===== src/rtl/adder_result_collector_if.sv =====
// ----------------------------------------------------------------------------
// adder_result_collector_if
//   Bundles the collector's issue handshake, adder result inputs and the
//   ready/valid drain port.
//   slave  : collector side (drives issue_ready and the out_* / count signals)
//   master : issuer/sink side (drives issue_valid, add_s, add_co, out_ready)
//   Optional feature macro: ADDER_RESULT_ZERO_FLAG_EN adds out_zero.
// Parameters
//   CW : width of the occupancy count
// ----------------------------------------------------------------------------
interface adder_result_collector_if #(
    parameter int CW = 4
) ();
    logic          issue_valid;
    logic          issue_ready;
    logic [31:0]   add_s;
    logic          add_co;
    logic          out_valid;
    logic          out_ready;
    logic [31:0]   out_sum;
    logic          out_co;
    logic [CW-1:0] count;
`ifdef ADDER_RESULT_ZERO_FLAG_EN
    logic          out_zero;

    modport slave (
        input  issue_valid, add_s, add_co, out_ready,
        output issue_ready, out_valid, out_sum, out_co, count, out_zero
    );
    modport master (
        output issue_valid, add_s, add_co, out_ready,
        input  issue_ready, out_valid, out_sum, out_co, count, out_zero
    );
`else
    modport slave (
        input  issue_valid, add_s, add_co, out_ready,
        output issue_ready, out_valid, out_sum, out_co, count
    );
    modport master (
        output issue_valid, add_s, add_co, out_ready,
        input  issue_ready, out_valid, out_sum, out_co, count
    );
`endif
endinterface


===== src/rtl/adder_result_collector.sv =====
// ----------------------------------------------------------------------------
// adder_result_collector
//   Sits behind a fixed-latency 32-bit pipelined adder. A valid bit travels
//   in a delay line alongside the adder pipe; when it reaches the end, the
//   adder's {co,s} is written into a first-word-fall-through FIFO that is
//   drained over a ready/valid port. Issue is gated by credits so that every
//   in-flight result always has a free FIFO slot waiting for it.
// Ports
//   clk, rst_n : clock, asynchronous active-low reset
//   bus.issue_valid / bus.issue_ready : issue handshake (fire = both high)
//   bus.add_s / bus.add_co            : adder result outputs
//   bus.out_valid / bus.out_ready     : drain handshake (pop = both high)
//   bus.out_sum / bus.out_co          : head entry
//   bus.count                         : FIFO occupancy 0..DEPTH
//   bus.out_zero                      : head sum==0 (only with the macro)
// Optional feature macro: ADDER_RESULT_ZERO_FLAG_EN
// ----------------------------------------------------------------------------

// Flags a push that would overrun the result FIFO (credit scheme broken).
module adder_result_collector_chk #(
    parameter int DEPTH = 8,
    parameter int CW    = 4
) (
    input logic          clk,
    input logic          rst_n,
    input logic          push_i,
    input logic [CW-1:0] count_i
);
    localparam logic [CW-1:0] FULL_C = CW'(DEPTH);

    a_no_overflow: assert property (@(posedge clk) disable iff (!rst_n)
        !(push_i && (count_i == FULL_C)))
        else $error("adder_result_collector: push into full FIFO");
endmodule

module adder_result_collector #(
    parameter int ADD_LAT = 4,
    parameter int DEPTH   = 8,
    parameter int CW      = 4
) (
    input logic                    clk,
    input logic                    rst_n,
    adder_result_collector_if.slave bus
);
    localparam int PW = (DEPTH > 2) ? $clog2(DEPTH) : 1;
`ifdef ADDER_RESULT_ZERO_FLAG_EN
    localparam int EW = 34;
`else
    localparam int EW = 33;
`endif
    localparam logic [31:0] DEPTH_U = 32'(DEPTH);

    // Number of set bits in the valid delay line (results still in the adder).
    function automatic logic [31:0] popcount(input logic [ADD_LAT-1:0] v);
        logic [31:0] n;
        n = 32'd0;
        for (int i = 0; i < ADD_LAT; i++) begin
            n = n + {31'd0, v[i]};
        end
        return n;
    endfunction

    logic [ADD_LAT-1:0] vld_sr_q, vld_sr_d;
    logic [PW-1:0]      wr_ptr_q, wr_ptr_d;
    logic [PW-1:0]      rd_ptr_q, rd_ptr_d;
    logic [CW-1:0]      count_q, count_d;
    logic               issue_ready_q, issue_ready_d;
    logic               out_valid_q, out_valid_d;
    logic [EW-1:0]      mem_q [DEPTH];
    logic [EW-1:0]      mem_d [DEPTH];

    logic               fire_s;
    logic               push_s;
    logic               pop_s;
    logic [EW-1:0]      wr_entry_s;
    logic [31:0]        credit_s;

    // Handshake decode and the entry to be written on push.
    always_comb begin
        fire_s = bus.issue_valid && issue_ready_q;
        push_s = vld_sr_q[ADD_LAT-1];
        pop_s  = out_valid_q && bus.out_ready;
`ifdef ADDER_RESULT_ZERO_FLAG_EN
        wr_entry_s = {(bus.add_s == 32'h0000_0000), bus.add_co, bus.add_s};
`else
        wr_entry_s = {bus.add_co, bus.add_s};
`endif
    end

    // Next-state for delay line, pointers, occupancy, storage and flags.
    always_comb begin
        vld_sr_d    = vld_sr_q;
        vld_sr_d[0] = fire_s;
        for (int i = 1; i < ADD_LAT; i++) begin
            vld_sr_d[i] = vld_sr_q[i-1];
        end

        if (push_s) begin
            wr_ptr_d = wr_ptr_q + PW'(1'b1);
        end else begin
            wr_ptr_d = wr_ptr_q;
        end

        if (pop_s) begin
            rd_ptr_d = rd_ptr_q + PW'(1'b1);
        end else begin
            rd_ptr_d = rd_ptr_q;
        end

        case ({push_s, pop_s})
            2'b10:   count_d = count_q + CW'(1'b1);
            2'b01:   count_d = count_q - CW'(1'b1);
            default: count_d = count_q;
        endcase

        for (int i = 0; i < DEPTH; i++) begin
            mem_d[i] = mem_q[i];
        end
        if (push_s) begin
            mem_d[wr_ptr_q] = wr_entry_s;
        end else begin
            mem_d[wr_ptr_q] = mem_q[wr_ptr_q];
        end

        // Flags are registered from next-state values, so they equal the
        // same functions of the current registers one cycle later; a pop
        // this cycle therefore frees a credit only from the next cycle on.
        credit_s      = 32'(count_d) + popcount(vld_sr_d);
        issue_ready_d = (credit_s < DEPTH_U);
        out_valid_d   = (count_d != {CW{1'b0}});
    end

    // State registers with asynchronous clear.
    always_ff @(posedge clk or negedge rst_n) begin
        if (!rst_n) begin
            vld_sr_q      <= {ADD_LAT{1'b0}};
            wr_ptr_q      <= {PW{1'b0}};
            rd_ptr_q      <= {PW{1'b0}};
            count_q       <= {CW{1'b0}};
            issue_ready_q <= 1'b1;
            out_valid_q   <= 1'b0;
            for (int i = 0; i < DEPTH; i++) begin
                mem_q[i] <= {EW{1'b0}};
            end
        end else begin
            vld_sr_q      <= vld_sr_d;
            wr_ptr_q      <= wr_ptr_d;
            rd_ptr_q      <= rd_ptr_d;
            count_q       <= count_d;
            issue_ready_q <= issue_ready_d;
            out_valid_q   <= out_valid_d;
            for (int i = 0; i < DEPTH; i++) begin
                mem_q[i] <= mem_d[i];
            end
        end
    end

    assign bus.issue_ready = issue_ready_q;
    assign bus.out_valid   = out_valid_q;
    assign bus.count       = count_q;
    // Head shown straight from storage (FWFT); it only moves on a pop.
    assign bus.out_sum     = mem_q[rd_ptr_q][31:0];
    assign bus.out_co      = mem_q[rd_ptr_q][32];
`ifdef ADDER_RESULT_ZERO_FLAG_EN
    assign bus.out_zero    = mem_q[rd_ptr_q][33];
`endif

    adder_result_collector_chk #(
        .DEPTH (DEPTH),
        .CW    (CW)
    ) u_chk (
        .clk     (clk),
        .rst_n   (rst_n),
        .push_i  (push_s),
        .count_i (count_q)
    );
endmodule


===== src/flat_wrapper.sv =====
// flat-port wrapper written by rule: the top's interface ports become plain ports
module adder_result_collector_flat 
#(
    parameter int ADD_LAT = 4,
    parameter int DEPTH   = 8,
    parameter int CW      = 4
)
  (clk, rst_n, bus_issue_valid, bus_add_s, bus_add_co, bus_out_ready, bus_issue_ready, bus_out_valid, bus_out_sum, bus_out_co, bus_count);
  adder_result_collector_if #(.CW(CW)) bus_i ();
  input logic clk;
  input logic rst_n;
  input wire logic [$bits(bus_i.issue_valid)-1:0] bus_issue_valid;
  input wire logic [$bits(bus_i.add_s)-1:0] bus_add_s;
  input wire logic [$bits(bus_i.add_co)-1:0] bus_add_co;
  input wire logic [$bits(bus_i.out_ready)-1:0] bus_out_ready;
  output wire logic [$bits(bus_i.issue_ready)-1:0] bus_issue_ready;
  output wire logic [$bits(bus_i.out_valid)-1:0] bus_out_valid;
  output wire logic [$bits(bus_i.out_sum)-1:0] bus_out_sum;
  output wire logic [$bits(bus_i.out_co)-1:0] bus_out_co;
  output wire logic [$bits(bus_i.count)-1:0] bus_count;
  assign bus_i.issue_valid = bus_issue_valid;
  assign bus_i.add_s = bus_add_s;
  assign bus_i.add_co = bus_add_co;
  assign bus_i.out_ready = bus_out_ready;
  assign bus_issue_ready = bus_i.issue_ready;
  assign bus_out_valid = bus_i.out_valid;
  assign bus_out_sum = bus_i.out_sum;
  assign bus_out_co = bus_i.out_co;
  assign bus_count = bus_i.count;
  adder_result_collector #(.ADD_LAT(ADD_LAT), .DEPTH(DEPTH), .CW(CW)) u_core (.clk(clk), .rst_n(rst_n), .bus(bus_i));
endmodule

===== config.mk =====
export PLATFORM = sky130hd
export DESIGN_NAME = adder_result_collector_flat
export DESIGN_NICKNAME = d
export VERILOG_FILES = /design/src/rtl/adder_result_collector_if.sv /design/src/rtl/adder_result_collector.sv /design/src/flat_wrapper.sv
export SDC_FILE = /design/constraint.sdc
export NUM_CORES = 1
export LEC_CHECK = 0
export BUFFER_PORTS_ARGS = -buffer_cell sky130_fd_sc_hd__buf_2
export CAP_MARGIN = 0
export CORE_AREA = 2 2 215 217
export CTS_CLUSTER_SIZE = 16
export DETAILED_ROUTE_END_ITERATION = 8
export DIE_AREA = 0 0 217 219
export PLACE_DENSITY_LB_ADDON = 0.2
export REMOVE_ABC_BUFFERS = 1
export SYNTH_ARGS = -nofsm -noshare
export SYNTH_HDL_FRONTEND = slang
export SYNTH_SLANG_ARGS = --single-unit

===== constraint.sdc =====
create_clock -name clk -period 2.9 [get_ports clk]
set_clock_uncertainty 0.1 [all_clocks]
set_input_delay 0.145 -clock clk [delete_from_list [all_inputs] [get_ports clk]]
set_output_delay 0.145 -clock clk [all_outputs]
set_load 0.05 [all_outputs]

==> impl_results.md, run 1 <==
* Hold Path Class: input pin to register
* Ys flop type: dfrtp_1
* FF-to-FF path depth at 9
* Status: finished clean
* CP startpoint kind: register
* CTS buffer count at 35
* Setup_tns at 0 ns
* Area grow syn2layout at 16.1%
* Clk Latency, worst-skew pair at roughly 0.52 ns
* Port bufs at 75
* Max Cap Viol at 0
* Core area at between 0.04 and 0.05 sq mm
* # DRC at 0
* FILL cells at between 4000 and 5000
* Unrepaired setup endpoints after global routing: false
* Yosys warnings at 0
* Crit-path leading delay family: multiplexers
* GRT Util Overall at 0.209
* CTS tree: yes
* Fmax at roughly 0.36 GHz
* Worst hold stages at 3
* Worst Path Buf+Inv at 2
* RePlAce Congestion at between 0.7 and 0.8
* Final hold vios at 0
* Register area share after synthesis at 0.447
* Post-route antenna net violation count at 0
* Fin crit share at 0.955
* Dpl ws at ~0.29 ns
* First-pass GRT wire length at between 70000 and 80000 um
* Max clock buf depth at 3
* Vias at between 10000 and 15000
* Synth Cell Area at between 0.015 and 0.02 sq mm
* Vias in the first global route at ~13000
* Post-synth EDFFs at 0
* Mapped Cells at roughly 1500
* Final setup vio count at 0
* Clock Pin Slew Worst Setup and Hold Paths at roughly 0.060 ns
* Asr flop ratio synth at 1.00
* Antenna diodes at 0
* Worst-path fanout max at 13
* Seq cells post-synth at 280
* Flop2flop setup slack at 0.27 ns
* Final nets at about 1600
* Hpwl dp at between 30000 and 40000 um
* Hold Path Origin: bus_add_s[19]
* Critical path startpoint: u_core.rd_ptr_q[0]
* Final WL at 49000 um
* CP endpoint kind: primary output
* Worst setup path class: register to primary output
* Post-CTS Resized at 0
* Initial DRC count at ~1000
* CP Cell Sequence: buf_4 > mux4_2 > mux2_2 > buf_2
* Final Max Tran Viols at 0
* DIE HEIGHT at ~220 um
* R2R Path Start: u_core.vld_sr_q[3]
* Worst Tran Pin Value at around 0.85 ns
* Slowest cell on crit path: dfrtp_4
* Initial Util at 0.348
* Layout cells sized above 1 at 0.235
* I/O pin total at 76
* # rows at 78
* Minimum clock period at approximately 2.8 ns
* Via/cell ratio at about 5.7
* Post-synthesis cell type count at approximately 70
* Max_slew headroom at 0.432
* Reg2reg end: u_core.bus.issue_ready
* Worst path arrival time at ~2.5 ns
* Root buf cell: clkbuf_16
* Slowest Stage Delay on Critical Path at about 0.6 ns
* Die Wd at approximately 220 um
* TritonRoute pass-1 iters at 8
* Final setup margin at about 0.13 ns
* Die area at 0.0475 sq mm
* H-tree depth at 2
* Worst Path Required at 2.65 ns
* Hold Path Sink: u_core.mem_q[250]
* Largest net degree at the start of global routing at 85
* Syn avg cell area at around 10 sq um
* Initial antenna violation count at 1
* GRT Residual Overflow at 0
* WL per Instance at approximately 22 um
* Clk sinks at 280
## how the worst max path moves through the flow
stage | endpoint | slack (ns) | cells past startpoint
finish | bus_out_sum[28] | 0.13 | 4
global route | bus_out_sum[5] | 0.03 | 4
floorplan | u_core.mem_q[203] | -1.95 | 3
CTS | bus_out_sum[28] | 0.07 | 4
global placement | u_core.bus.issue_ready | 0.27 | 9
detailed placement | u_core.bus.issue_ready | 0.29 | 9
## cell usage after synthesis (all sizes together), types with 11 or more instances
master / instances / area, sq um
nor2: 29 / 114
o21ai: 134 / 671
nand2: 276 / 1040
nor4: 40 / 256
clkbuf: 82 / 309
a31oi: 25 / 169
mux2: 78 / 878
mux4: 68 / 1530
o31ai: 100 / 756
nor2b: 23 / 144
dfrtp: 279 / 6980
buf: 68 / 393
a21oi: 109 / 549
nand2b: 13 / 81.3
a22oi: 11 / 82.6
mux2i: 36 / 360
## worst register-to-register path: stages, from the launching register on
cell and delay [ns]:
dfrtp_4 0.49, and3b_1 0.30, xor2_1 0.17, ha_1 0.25, mux2_2 0.28, ha_1 0.30
ha_1 0.29, nand2_1 0.07, o21bai_1 0.06, a211oi_1 0.24
## what timing repair did
item / 4_1_cts / 5_1_grt
hold buffers: 33 / 0
endpoints found under the hold margin: 200 / 0
setup buffers: 0 / 0
## placed cells by master, fill, tap and decap left out, types with 6 or more instances in the layout
cell           synthesis  routed
mux2_2                75      75
o31ai_1               99      99
mux4_2                68      68
ha_1                   7       7
nand2b_1              13      13
o21ai_0              103     103
a22o_1                 8       8
a21boi_0               6       6
buf_2                 44      74
inv_1                  8       8
nand3b_1               8       8
a221oi_2               9       9
a31o_2                 8       8
mux2i_1               36      36
o21ai_1               31      31
dlygate4sd3_1          0      33
a21oi_1              108     108
clkbuf_16              0      37
buf_12                 0      10
o211a_1                6       6
buf_4                 18      58
nor2_1                27      27
nor4b_1                6       6
clkbuf_8               0       7
dfrtp_1              279     272
nand2_1              275     273
dfrtp_4                0       6
a31oi_1               23      23
a221o_1                6       6
nor2b_1               23      23
clkbuf_1              81      10
a211o_1                7       7
a22oi_1               11      11
nor4_1                39      39
## state kept, by name (all words and copies together) (netlist names)
register,count
u_core.mem_q,264
u_core.bus.count,4
u_core.vld_sr_q,4
u_core.rd_ptr_q,3
u_core.wr_ptr_q,3
u_core.bus.issue_ready,1
u_core.bus.out_valid,1
## cell families after synthesis
logic type	after synthesis	share of synthesized area
buffers and inverters	160	0.0471
xor gates and xnor gates	8	0.00447
AOI/OAI and AO/OA	458	0.191
adders and majority gates	8	0.00686
and+or+nand+nor	428	0.128
DFF	280	0.447
muxes	182	0.177
## through the flow
step	std cells	hold slack, ns	utilization	instance area [sq um]
3_5_place_dp	2117	0.114	0.373	16800
4_1_cts	2207	0.0153	0.404	18200
2_1_floorplan	1374	-0.251	-	15000
6_report	2207	0.0147	0.404	18200
3_3_place_gp	2117	0.112	0.373	16800
5_1_grt	2207	0.0668	0.404	18200
## layer usage
| layer | vias up | routed length (um) | share of wire | track usage |
|---|---|---|---|---|
| met2 | 383 | 23000 | 0.47 | 0.337 |
| met4 | 2 | 1120 | 0.023 | 0.0566 |
| met5 | - | 13 | 0.00027 | 0 |
| met1 | 6410 | 22300 | 0.45 | 0.295 |
| li1 | 5787 | - | - | - |
| met3 | 77 | 2540 | 0.052 | 0.0301 |
## area by class of cell
class                           count  area [sq um]  share of cell area
Multi-Input combinational cell   1084          7960               0.437
Clock inverter                      3          17.5            0.000962
Clock buffer                       54          1060              0.0582
Timing Repair Buffer              176          1350              0.0742
Tap cell                          600           751              0.0412
Inverter                           10          37.5             0.00206
Sequential cell                   280          7030               0.386
Power of run 1 is left out: the tool's default activity adds up to more than one toggle a clock period on the data nets, which glitch-free logic cannot reach.
==> inputs of run 2 (changes only) <==
--- a/config.mk
+++ b/config.mk
@@ -5,14 +5,17 @@
 export SDC_FILE = /design/constraint.sdc
 export NUM_CORES = 1
 export LEC_CHECK = 0
+export ABC_AREA = 1
 export BUFFER_PORTS_ARGS = -buffer_cell sky130_fd_sc_hd__buf_2
 export CAP_MARGIN = 0
-export CORE_AREA = 2 2 215 217
+export CORE_AREA = 2 2 211 213
+export CTS_BUF_LIST = sky130_fd_sc_hd__clkbuf_16
 export CTS_CLUSTER_SIZE = 16
 export DETAILED_ROUTE_END_ITERATION = 8
-export DIE_AREA = 0 0 217 219
+export DIE_AREA = 0 0 213 215
 export PLACE_DENSITY_LB_ADDON = 0.2
 export REMOVE_ABC_BUFFERS = 1
 export SYNTH_ARGS = -nofsm -noshare
 export SYNTH_HDL_FRONTEND = slang
+export SYNTH_HIERARCHICAL = 1
 export SYNTH_SLANG_ARGS = --single-unit
==> run 2 against run 1 <==
  * Via count is 11% higher
  * Flip-flop and latch count did not move
  * Synthesized cell count is 19% higher
  * Non-clock buffer count decreased by 31
  * Critical path depth up 3
  * Routed wire length shrank 0.55%
  * Cell count is 9.9% higher
  * First-iteration DRC count up 39%
  * Area after synthesis down 4.3%
  * Core utilization shrank 0.99 points
==> impl_results.md, run 2 <==
* Initial DRC count at between 1000 and 1500
* Most frequent cells in the layout: 288 x nand2_1, 277 x dfrtp_1, 268 x nand3_1, 252 x o311ai_0, 237 x nor2_1
* Vias in the first global route at roughly 13000
* Clk sinks at 280
* Fmax at 0.352 GHz
* Asr flop ratio synth at 1.00
* Final setup vio count at 0
* Vias at 14000
* Port bufs at 75
* Area leader, netlist: dfrtp_1
* Most instantiated cells after synthesis: 294 x nand2_1, 279 x dfrtp_1, 269 x nand3_1
* Register area share after synthesis at 0.467
* CP startpoint kind: register
* R2R Path Start: u_core/bus.out_valid
* # DRC at 0
* Area grow syn2layout at 14.5%
* Minimum clock period at ~2.8 ns
* RePlAce Congestion at approximately 0.74
* Root buf cell: clkbuf_16
* Fin crit share at 0.979
* Worst path arrival time at around 2.6 ns
* Net Sw Frac at 0.495
* Area of the multi-input gates at approximately 0.007 sq mm
* Flop pwr share at 0.307
* Clock Pin Slew Worst Setup and Hold Paths at 0.06 ns
* CP endpoint kind: primary output
* Clock power share at 0.181
* Power Dens Cells at 1310 mW/mm^2
* Syn avg cell area at 8.25 sq um
* Max Cap Viol at 0
* Register Area at approximately 0.007 sq mm
* Antenna diodes at 0
* Status: finished clean
* Layout cells sized above 1 at 0.104
* Final Max Tran Viols at 0
* Clk Latency, worst-skew pair at ~0.54 ns
* Hold Path Class: input pin to register
* Yosys warnings at 6
* Synth Cell Area at 0.0150 sq mm
* Final WL at 48700 um
* GRT Util Overall at 0.214
* Die Wd at 213 um
* TritonRoute pass-1 iters at 6
* Max clock buf depth at 3
* Top-count cell post-synth: nand2_1
* Post-route antenna net violation count at 0
* Mapped Cells at between 1500 and 2000
* Leak Pwr at approximately 7 nW
* Max FFs per register at roughly 260
* Worst-path fanout max at 21
* Peak supply drop at a little over 0.001 V
* Die area at 0.0458 sq mm
* CTS buffer count at 35
* Synth top area share at 0.465
* Largest net degree at the start of global routing at 285
* Post-synth EDFFs at 0
* I/O pin total at 76
* Sw power at 11.2 mW
* # rows at between 70 and 80
* Seq cells post-synth at between 200 and 300
* Final nets at about 1900
* FILL cells at approximately 4400
* Hold Path Origin: bus_add_s[21]
* CTS tree: yes
* Comb power frac at 0.512
* Worst Path Required at about 2.7 ns
* Post-synthesis cell type count at 30
* WL per Instance at ~20 um
* Core area at ~0.044 sq mm
* Initial Util at 0.344
* Final hold vios at 0
* Worst setup path class: register to primary output
* Top cells by area, synth: dfrtp_1 47%, o311ai_0 15%, nand3_1 9.0%
* Int Power at around 11 mW
* Worst Tran Pin Value at around 1.2 ns
* Commonest non-fill, non-tap cell in the layout: nand2_1
* Final core occ at 0.394
* GRT Residual Overflow at 0
* Largest Register: u_core/mem_q
* Ys flop type: dfrtp_1
* H-tree depth at 2
* DIE HEIGHT at roughly 220 um
* Hpwl dp at roughly 26000 um
* Max_slew headroom at 0.188
* Via/cell ratio at roughly 5.8
* Hold WS at 0.0115 ns
* Post-CTS Setup Bufs at 0
* First-pass GRT wire length at 77300 um
* Initial antenna violation count at 0
* Critical path startpoint: u_core/rd_ptr_q[0]
==> run 2: worst max-delay path, stage by stage, from the launching register on <==
cell and delay, ns:
dfrtp_4 0.54, inv_4 0.25, buf_4 0.29, o21ai_0 0.10, o22ai_1 0.13, nor2_1 0.06, a31oi_1 0.33, buf_2 0.34
==> run 2: final timing paths <==
kind | end | slack (ns) | depth (start not counted)
max | bus_out_sum[10] | 0.06 | 7
min | u_core/mem_q[153] | 0.01 | 3
max reg2reg | u_core/bus.issue_ready | 0.46 | 11
min reg2reg | u_core/vld_sr_q[3] | 0.30 | 0
max in group asynchronous | u_core/mem_q[36] | 1.75 | 3
min in group asynchronous | u_core/mem_q[218] | 0.11 | 2
==> run 2: power by group through the flow <==
stage / Sequential (mW) / Clock [mW] / Combinational (mW)
3_5_place_dp: 6.93 / 0 / 11.5
4_1_cts: 6.90 / 4.20 / 11.5
2_1_floorplan: 7.01 / 0 / 7.41
5_1_grt: 7.17 / 4.36 / 12.7
3_3_place_gp: 6.87 / 0 / 11.3
6_report: 6.93 / 4.08 / 11.5
==> run 2: what timing repair did <==
item	in CTS	in global routing
setup endpoints to repair	0	6
hold buffers	20	0
endpoints found under the hold margin	139	0
gates resized for setup	0	5
==> run 2: area by class of cell <==
type,count,area share
Clock buffer,37,0.0538
Clock inverter,21,0.00669
Inverter,63,0.0145
Multi-Input combinational cell,1288,0.408
Sequential cell,280,0.408
Tap cell,592,0.0431
Timing Repair Buffer,145,0.0662
==> run 2: stage by stage <==
step                  TNS, ns  setup WS [ns]  power [mW]  cells  cell area [sq um]
global route        -0.000328      -0.000328        24.3   2426              17200
CTS                         0         0.0534        22.6   2425              17200
detailed placement          0          0.507        18.4   2347              15900
finish                      0         0.0598        22.5   2426              17200
global placement            0          0.492        18.2   2347              15900
floorplan             -702.53          -3.44        14.4   1631              14200
==> run 2: routing by layer <==
metal / share of wire / global-route usage
met5: 0 / 0
met4: 0.022 / 0.0641
met3: 0.063 / 0.0349
met2: 0.45 / 0.331
met1: 0.46 / 0.306
==> run 2: cell families (layout without fill, tap and decap cells) <==
group	after synthesis	in the layout	share of synthesized area
xor+xnor	6	6	0.00350
buf+inv	252	266	0.0678
simple gates	807	807	0.228
flops	280	280	0.467
fa+ha+maj	6	6	0.00550
compound gates	469	469	0.228
Power figures use the tool's default switching activity.
